[src/rtl/issue_rs.sv]
// issue_rs: reservation station that tracks operand readiness and issues the oldest ready uop to one FU
// Optional: define ISSUE_RS_PERF_EN to add the perf_full_cyc / perf_fu_stall_cyc counters
module issue_rs #(
   parameter int CONFIG_P_ISSUE_WIDTH     = 1,
   parameter int CONFIG_P_RS_DEPTH        = 3,
   parameter int CONFIG_P_WRITEBACK_WIDTH = 1,
   parameter int PLD_W                    = 64,
   parameter int PRF_AW                   = 6,
   localparam int IW = 1 << CONFIG_P_ISSUE_WIDTH,
   localparam int CD = CONFIG_P_RS_DEPTH,
   localparam int D  = 1 << CONFIG_P_RS_DEPTH,
   localparam int WW = 1 << CONFIG_P_WRITEBACK_WIDTH
)(
   input  logic                   clk,
   input  logic                   rst,
   input  logic                   flush,
   input  logic                   issue_p_ce,
   input  logic [IW-1:0]          issue_push,
   input  logic [IW*PRF_AW-1:0]   issue_prs1,
   input  logic [IW-1:0]          issue_prs1_re,
   input  logic [IW*PRF_AW-1:0]   issue_prs2,
   input  logic [IW-1:0]          issue_prs2_re,
   input  logic [IW*PLD_W-1:0]    issue_payload,
   input  logic [(1<<PRF_AW)-1:0] busytable,
   input  logic [WW*PRF_AW-1:0]   prf_WADDR,
   input  logic [WW-1:0]          prf_WE,
   output logic [IW-1:0]          issue_ready,
   output logic                   fu_valid,
   input  logic                   fu_ready,
   output logic [PRF_AW-1:0]      fu_prs1,
   output logic [PRF_AW-1:0]      fu_prs2,
   output logic [PLD_W-1:0]       fu_payload
`ifdef ISSUE_RS_PERF_EN
   ,
   output logic [31:0]            perf_full_cyc,
   output logic [31:0]            perf_fu_stall_cyc
`endif
);
   logic [D-1:0]      r_vld, r_rdy1, r_rdy2;
   logic [PRF_AW-1:0] r_prs1 [D];
   logic [PRF_AW-1:0] r_prs2 [D];
   logic [PLD_W-1:0]  r_pld [D];
   logic [D-1:0]      r_older [D];
   logic              r_fu_valid;
   logic [PRF_AW-1:0] r_fu_prs1, r_fu_prs2;
   logic [PLD_W-1:0]  r_fu_pld;
   logic [D-1:0]      w_older_n [D];
   logic [D-1:0]      w_enq [IW];
   logic [D-1:0]      w_new, w_wk1, w_wk2, w_cand, w_pick, w_deq;
   logic [IW-1:0]     w_push, w_lrdy1, w_lrdy2, w_ovf;
   logic [PRF_AW-1:0] w_lprs1 [IW];
   logic [PRF_AW-1:0] w_lprs2 [IW];
   logic [CD:0]       w_free;
   logic              w_ld, w_any;
   logic [PRF_AW-1:0] w_s_prs1, w_s_prs2;
   logic [PLD_W-1:0]  w_s_pld;
   // lane decode; a source is ready if unused, not busy, or written back this very cycle
   always_comb begin
      w_push = {IW{issue_p_ce & ~flush}} & issue_push;
      for (int k = 0; k < IW; k++) begin
         w_lprs1[k] = issue_prs1[k*PRF_AW +: PRF_AW];
         w_lprs2[k] = issue_prs2[k*PRF_AW +: PRF_AW];
         w_lrdy1[k] = ~issue_prs1_re[k] | ~busytable[w_lprs1[k]];
         w_lrdy2[k] = ~issue_prs2_re[k] | ~busytable[w_lprs2[k]];
         for (int w = 0; w < WW; w++) begin
            w_lrdy1[k] = w_lrdy1[k] | (prf_WE[w] & (prf_WADDR[w*PRF_AW +: PRF_AW] == w_lprs1[k]));
            w_lrdy2[k] = w_lrdy2[k] | (prf_WE[w] & (prf_WADDR[w*PRF_AW +: PRF_AW] == w_lprs2[k]));
         end
      end
   end
   // lane k takes the k-th lowest free entry; the free count comes from registered valid bits
   always_comb begin
      w_free = '0;
      for (int k = 0; k < IW; k++) w_enq[k] = '0;
      for (int i = 0; i < D; i++)
         if (!r_vld[i]) begin
            for (int k = 0; k < IW; k++)
               if (w_free == (CD+1)'(k)) w_enq[k][i] = w_push[k];
            w_free = w_free + 1'b1;
         end
      w_new = '0;
      for (int k = 0; k < IW; k++) begin
         w_new     = w_new | w_enq[k];
         w_ovf[k]  = w_push[k] & ~|w_enq[k];
      end
      issue_ready = {IW{w_free >= (CD+1)'(IW)}};
   end
   // wakeup match of resident sources against the writeback ports
   always_comb begin
      for (int i = 0; i < D; i++) begin
         w_wk1[i] = 1'b0;
         w_wk2[i] = 1'b0;
         for (int w = 0; w < WW; w++) begin
            w_wk1[i] = w_wk1[i] | (prf_WE[w] & (prf_WADDR[w*PRF_AW +: PRF_AW] == r_prs1[i]));
            w_wk2[i] = w_wk2[i] | (prf_WE[w] & (prf_WADDR[w*PRF_AW +: PRF_AW] == r_prs2[i]));
         end
      end
   end
   // oldest-ready select: a candidate wins when no other candidate is older than it
   always_comb begin
      w_cand   = r_vld & r_rdy1 & r_rdy2;
      w_any    = |w_cand;
      w_ld     = ~r_fu_valid | fu_ready;
      w_s_prs1 = '0;
      w_s_prs2 = '0;
      w_s_pld  = '0;
      for (int i = 0; i < D; i++) begin
         w_pick[i] = w_cand[i] & ~|(r_older[i] & w_cand);
         if (w_pick[i]) begin
            w_s_prs1 = r_prs1[i];
            w_s_prs2 = r_prs2[i];
            w_s_pld  = r_pld[i];
         end
      end
      w_deq = w_ld ? w_pick : '0;
   end
   // age matrix update: row i bit j set means entry j is older than entry i
   always_comb begin
      for (int i = 0; i < D; i++)
         for (int j = 0; j < D; j++) begin
            w_older_n[i][j] = r_older[i][j] & ~w_new[j];
            for (int k = 0; k < IW; k++)
               if (w_enq[k][i]) begin
                  w_older_n[i][j] = r_vld[j];
                  for (int m = 0; m < k; m++)
                     if (w_enq[m][j]) w_older_n[i][j] = 1'b1;
               end
         end
   end
   // control state: valid bits, age matrix and the registered FU port
   always_ff @(posedge clk or negedge rst)
      if (!rst) begin
         r_vld      <= '0;
         r_fu_valid <= 1'b0;
         r_fu_prs1  <= '0;
         r_fu_prs2  <= '0;
         r_fu_pld   <= '0;
         for (int i = 0; i < D; i++) r_older[i] <= '0;
      end else if (flush) begin
         r_vld      <= '0;
         r_fu_valid <= 1'b0;
      end else begin
         r_vld   <= (r_vld & ~w_deq) | w_new;
         r_older <= w_older_n;
         if (w_ld) r_fu_valid <= w_any;
         if (w_ld & w_any) begin
            r_fu_prs1 <= w_s_prs1;
            r_fu_prs2 <= w_s_prs2;
            r_fu_pld  <= w_s_pld;
         end
      end
   // entry payload and readiness; meaningless while the entry is invalid, so no reset
   always_ff @(posedge clk)
      for (int i = 0; i < D; i++)
         if (w_new[i]) begin
            for (int k = 0; k < IW; k++)
               if (w_enq[k][i]) begin
                  r_prs1[i] <= w_lprs1[k];
                  r_prs2[i] <= w_lprs2[k];
                  r_pld[i]  <= issue_payload[k*PLD_W +: PLD_W];
                  r_rdy1[i] <= w_lrdy1[k];
                  r_rdy2[i] <= w_lrdy2[k];
               end
         end else begin
            if (w_wk1[i]) r_rdy1[i] <= 1'b1;
            if (w_wk2[i]) r_rdy2[i] <= 1'b1;
         end
   assign fu_valid   = r_fu_valid;
   assign fu_prs1    = r_fu_prs1;
   assign fu_prs2    = r_fu_prs2;
   assign fu_payload = r_fu_pld;
   // rename must never push into a full station
   a_no_overflow: assert property (@(posedge clk) disable iff (!rst) w_ovf == '0);
`ifdef ISSUE_RS_PERF_EN
   logic [31:0] r_perf_full, r_perf_stall;
   // free-running wrapping counters, untouched by flush
   always_ff @(posedge clk or negedge rst)
      if (!rst) begin
         r_perf_full  <= '0;
         r_perf_stall <= '0;
      end else begin
         if (!issue_ready[0]) r_perf_full <= r_perf_full + 1'b1;
         if (r_fu_valid & ~fu_ready) r_perf_stall <= r_perf_stall + 1'b1;
      end
   assign perf_full_cyc     = r_perf_full;
   assign perf_fu_stall_cyc = r_perf_stall;
`endif
endmodule

[config.mk]
export PLATFORM = sky130hd
export DESIGN_NAME = issue_rs
export DESIGN_NICKNAME = d
export VERILOG_FILES = /design/src/rtl/issue_rs.sv
export SDC_FILE = /design/constraint.sdc
export NUM_CORES = 2
export LEC_CHECK = 0
export CORE_MARGIN = 2
export CORE_UTILIZATION = 54
export DETAILED_ROUTE_END_ITERATION = 8
export MAX_ROUTING_LAYER = met4
export PLACE_DENSITY_LB_ADDON = 0.08
export RECOVER_POWER = 100
export SYNTH_ARGS = -nofsm -noshare
export SYNTH_HDL_FRONTEND = slang
export SYNTH_SLANG_ARGS = --single-unit
[constraint.sdc]
create_clock -name clk -period 7.05 [get_ports clk]
set_input_delay 0.705 -clock clk [delete_from_list [all_inputs] [get_ports clk]]
set_output_delay 0.705 -clock clk [all_outputs]
set_load 0.05 [all_outputs]
==> impl_metrics.toml <==
[run_status]
status = "finished, violations left"
violations = "max-capacitance violations, max-slew violations"

[global_routing]
overflow = 0
grtUsageTotal_pct = 37.9
grt_max_degree = 142
grt_pass1_vias = 34300
grt_pass1_wl_um = 224000
antenna_found_initial = 19

[sta]
finalHoldViolCount = 0
fin_skew_ps = 34.8
post-route-period-util_pct = 96.7
grt_setup_unrepaired = "no"
worstMarginPinSlew_ps = 5360
clock.fmax_ghz = 0.147
setup-tns-final_ps = 0
min_period_ps = 6820
finalSetupViolations = 0
slew_headroom_pct = -257
slew_violations = 1206

[clocking]
cts_root_buf = "clkbuf_16"
ctsHoldBuffers = 0
clock-sinks = 773
cts_tree = "yes"
clkTransAtPathRegs_ps = 60
clk_path_buf_depth = 3
clk_latency_ps = 660
ctsHtreeMaxLevel = 3
post_cts_buffers = 0
cts-resized-gates = 0
cts_buffers = 85

[worst_setup_path]
worstSetupStartpointType = "register"
rrSetupSlack_ps = 230
path_max_fanout = 62
worst_ep_arrival_time_ps = 7380
r2r_start = "r_vld[6]"
reg2reg_depth = 8
endpoint_kind = "register"
worstSetupPathType = "reg2reg"
cp.required_ps = 7620
r2r_end = "fu_prs2[4]"

[floorplanning]
start_util_pct = 54.4
rows = 103
pin_count = 320
die_area_um2 = 81600
core_um2 = 78700
die_y_um = 286
fp.dieW_um = 286

[min_path]
worstHoldStart = "fu_payload[39]"
hold_class = "reg2reg"
whs_path_depth = 2
min_to = "fu_payload[39]"

[synth]
syn_inst = 4181
postSynthAreaPerCell_um2 = 10.2
yosysSeqAreaShare_pct = 52.4
synth_ff_type = "edfxtp_1"
async_flop_share_pct = 19.3
synth_edf_count = 624
ys_seq_elements = 773
synth_top_area_share_pct = 43.7
synthTopCellsByArea = "edfxtp_1, nand2_1, dfrtp_1"
syn_area_um2 = 42800
synth_area_leader_cell = "edfxtp_1"
yosysUniqueCellTypes = 77
yosys_warnings = 0
synthesis.nets = 4439

[job]
cap_violations = 28

[placed_design]
dp.cells = 5285
port_buffers = 319
gp_congestion = 0.948
place_hpwl_um = 85400

[route]
drc = 0
antenna_left = 0
drtIter0Drc = 4341
wl_per_cell_um = 27.9
dr.pass1.iters = 5
route.vias.total = 35500
routed_via_density = 6.49
finalWirelength_um = 152000

[layout]
drive_above_1_share_pct = 8.78
fin_nets = 4580
layout.cells.non_filler = 5464
area_growth_pct = 14.7

[pwr]
p_per_area_nw_per_um2 = 273
power_leakage_nw = 18.2
power_mw = 13.4
vdd_ir_drop_max_uv = 233
-- kinds of logic (layout without fill, tap and decap cells) --
| family | Yosys count | in the layout | synth area share, % |
|---|---|---|---|
| multiplexers | 242 | 242 | 9.08 |
| other | 0 | 20 | 0 |
| buffers and inverters | 378 | 591 | 3.53 |
| adder cells (fa/ha/maj) | 17 | 17 | 0.496 |
| flip-flops | 773 | 773 | 52.4 |
| AO/OA/AOI/OAI | 657 | 657 | 11.5 |
| AND/OR/NAND/NOR | 1857 | 1857 | 17.6 |
| XOR/XNOR | 257 | 257 | 5.35 |
-- area by class of cell --
class | count | area [µm²]
flip-flops and latches | 773 | 22500
multi-input cells | 3030 | 18700
inverters | 29 | 115
clock inverters | 37 | 373
well taps | 1050 | 1310
diodes | 20 | 50.0
repair buffers | 403 | 3710
clock buffers | 122 | 2440
fillers | 6450 | 29600
-- flip-flops by register name, summed over array words and instances (netlist names), named ones only --
| register | flops |
|---|---|
| fu_payload | 64 |
| fu_prs1 | 6 |
| fu_prs2 | 6 |
| fu_valid | 1 |
| r_older | 63 |
| r_pld | 512 |
| r_prs1 | 48 |
| r_prs2 | 48 |
| r_rdy1 | 8 |
| r_rdy2 | 8 |
| r_vld | 8 |
-- worst max-delay path by stage --
stage              from              to
2_1_floorplan  r_vld[0]     r_older[47]
4_1_cts        r_vld[1]  issue_ready[1]
3_5_place_dp   r_vld[1]  issue_ready[1]
5_1_grt        r_vld[1]  issue_ready[1]
6_report       r_vld[6]      fu_prs2[4]
3_3_place_gp   r_vld[1]  issue_ready[1]
-- cells in the final DEF (no fill, tap or decap), types with 106 or more instances in the layout --
cell and instances:
nand2_1 1346, dfrtp_1 149, dlygate4sd3_1 152, xor2_1 121, clkdlybuf4s50_1 161, a22oi_1 174
xnor2_1 132, o21ai_0 106, edfxtp_1 624, nor2_1 288
-- layer usage --
layer / routed length [µm] / vias to the layer above / part of all wire, % / global-route usage [%]
met5: 0 / - / 0 / -
met4: 6450 / 0 / 4.2 / 16.2
met2: 71000 / 2336 / 47 / 59.3
li1: - / 15400 / - / -
met1: 57700 / 17300 / 38 / 49.2
met3: 17100 / 405 / 11 / 6.50
-- power breakdown --
| part | switching, mW | internal, mW |
|---|---|---|
| registers | 0.345 | 5.48 |
| logic | 2.03 | 1.07 |
| clock network | 1.91 | 2.60 |
| total | 4.29 | 9.15 |
-- worst max-delay path: stages, from the launching register on --
cell and delay (ps):
dfrtp_1 690, and3_1 440, a2111oi_0 1530, and2_2 1630, clkbuf_1 1100, a221oi_1 270
o311ai_0 580, a22oi_1 140, o221ai_1 180
-- synth_stat cells, types with 33 or more instances --
| master | number |
|---|---|
| o221ai_1 | 80 |
| buf_1 | 51 |
| xor2_1 | 121 |
| o21ai_0 | 106 |
| clkbuf_1 | 275 |
| mux2_4 | 74 |
| o311ai_0 | 77 |
| nand4_1 | 58 |
| a22oi_1 | 174 |
| nand2_1 | 1347 |
| mux2_2 | 78 |
| xnor2_1 | 133 |
| nor4_1 | 33 |
| a21oi_1 | 56 |
| nor2_1 | 290 |
| a221oi_1 | 81 |
| mux4_2 | 80 |
| dfrtp_1 | 149 |
| edfxtp_1 | 624 |
-- per-stage QoR --
step                      hold slack [ps]  util, %  instance area (µm²)  setup WS (ps)
after floorplan                       409        -                42800            536
after global placement                462     59.6                46900            825
after detailed placement              469     59.6                46900            751
after CTS                             198     63.1                49700           61.6
after global routing                  514     62.4                49100           56.5
final                                 481     62.4                49100            233
No activity file was read; power rests on OpenSTA's default activity.
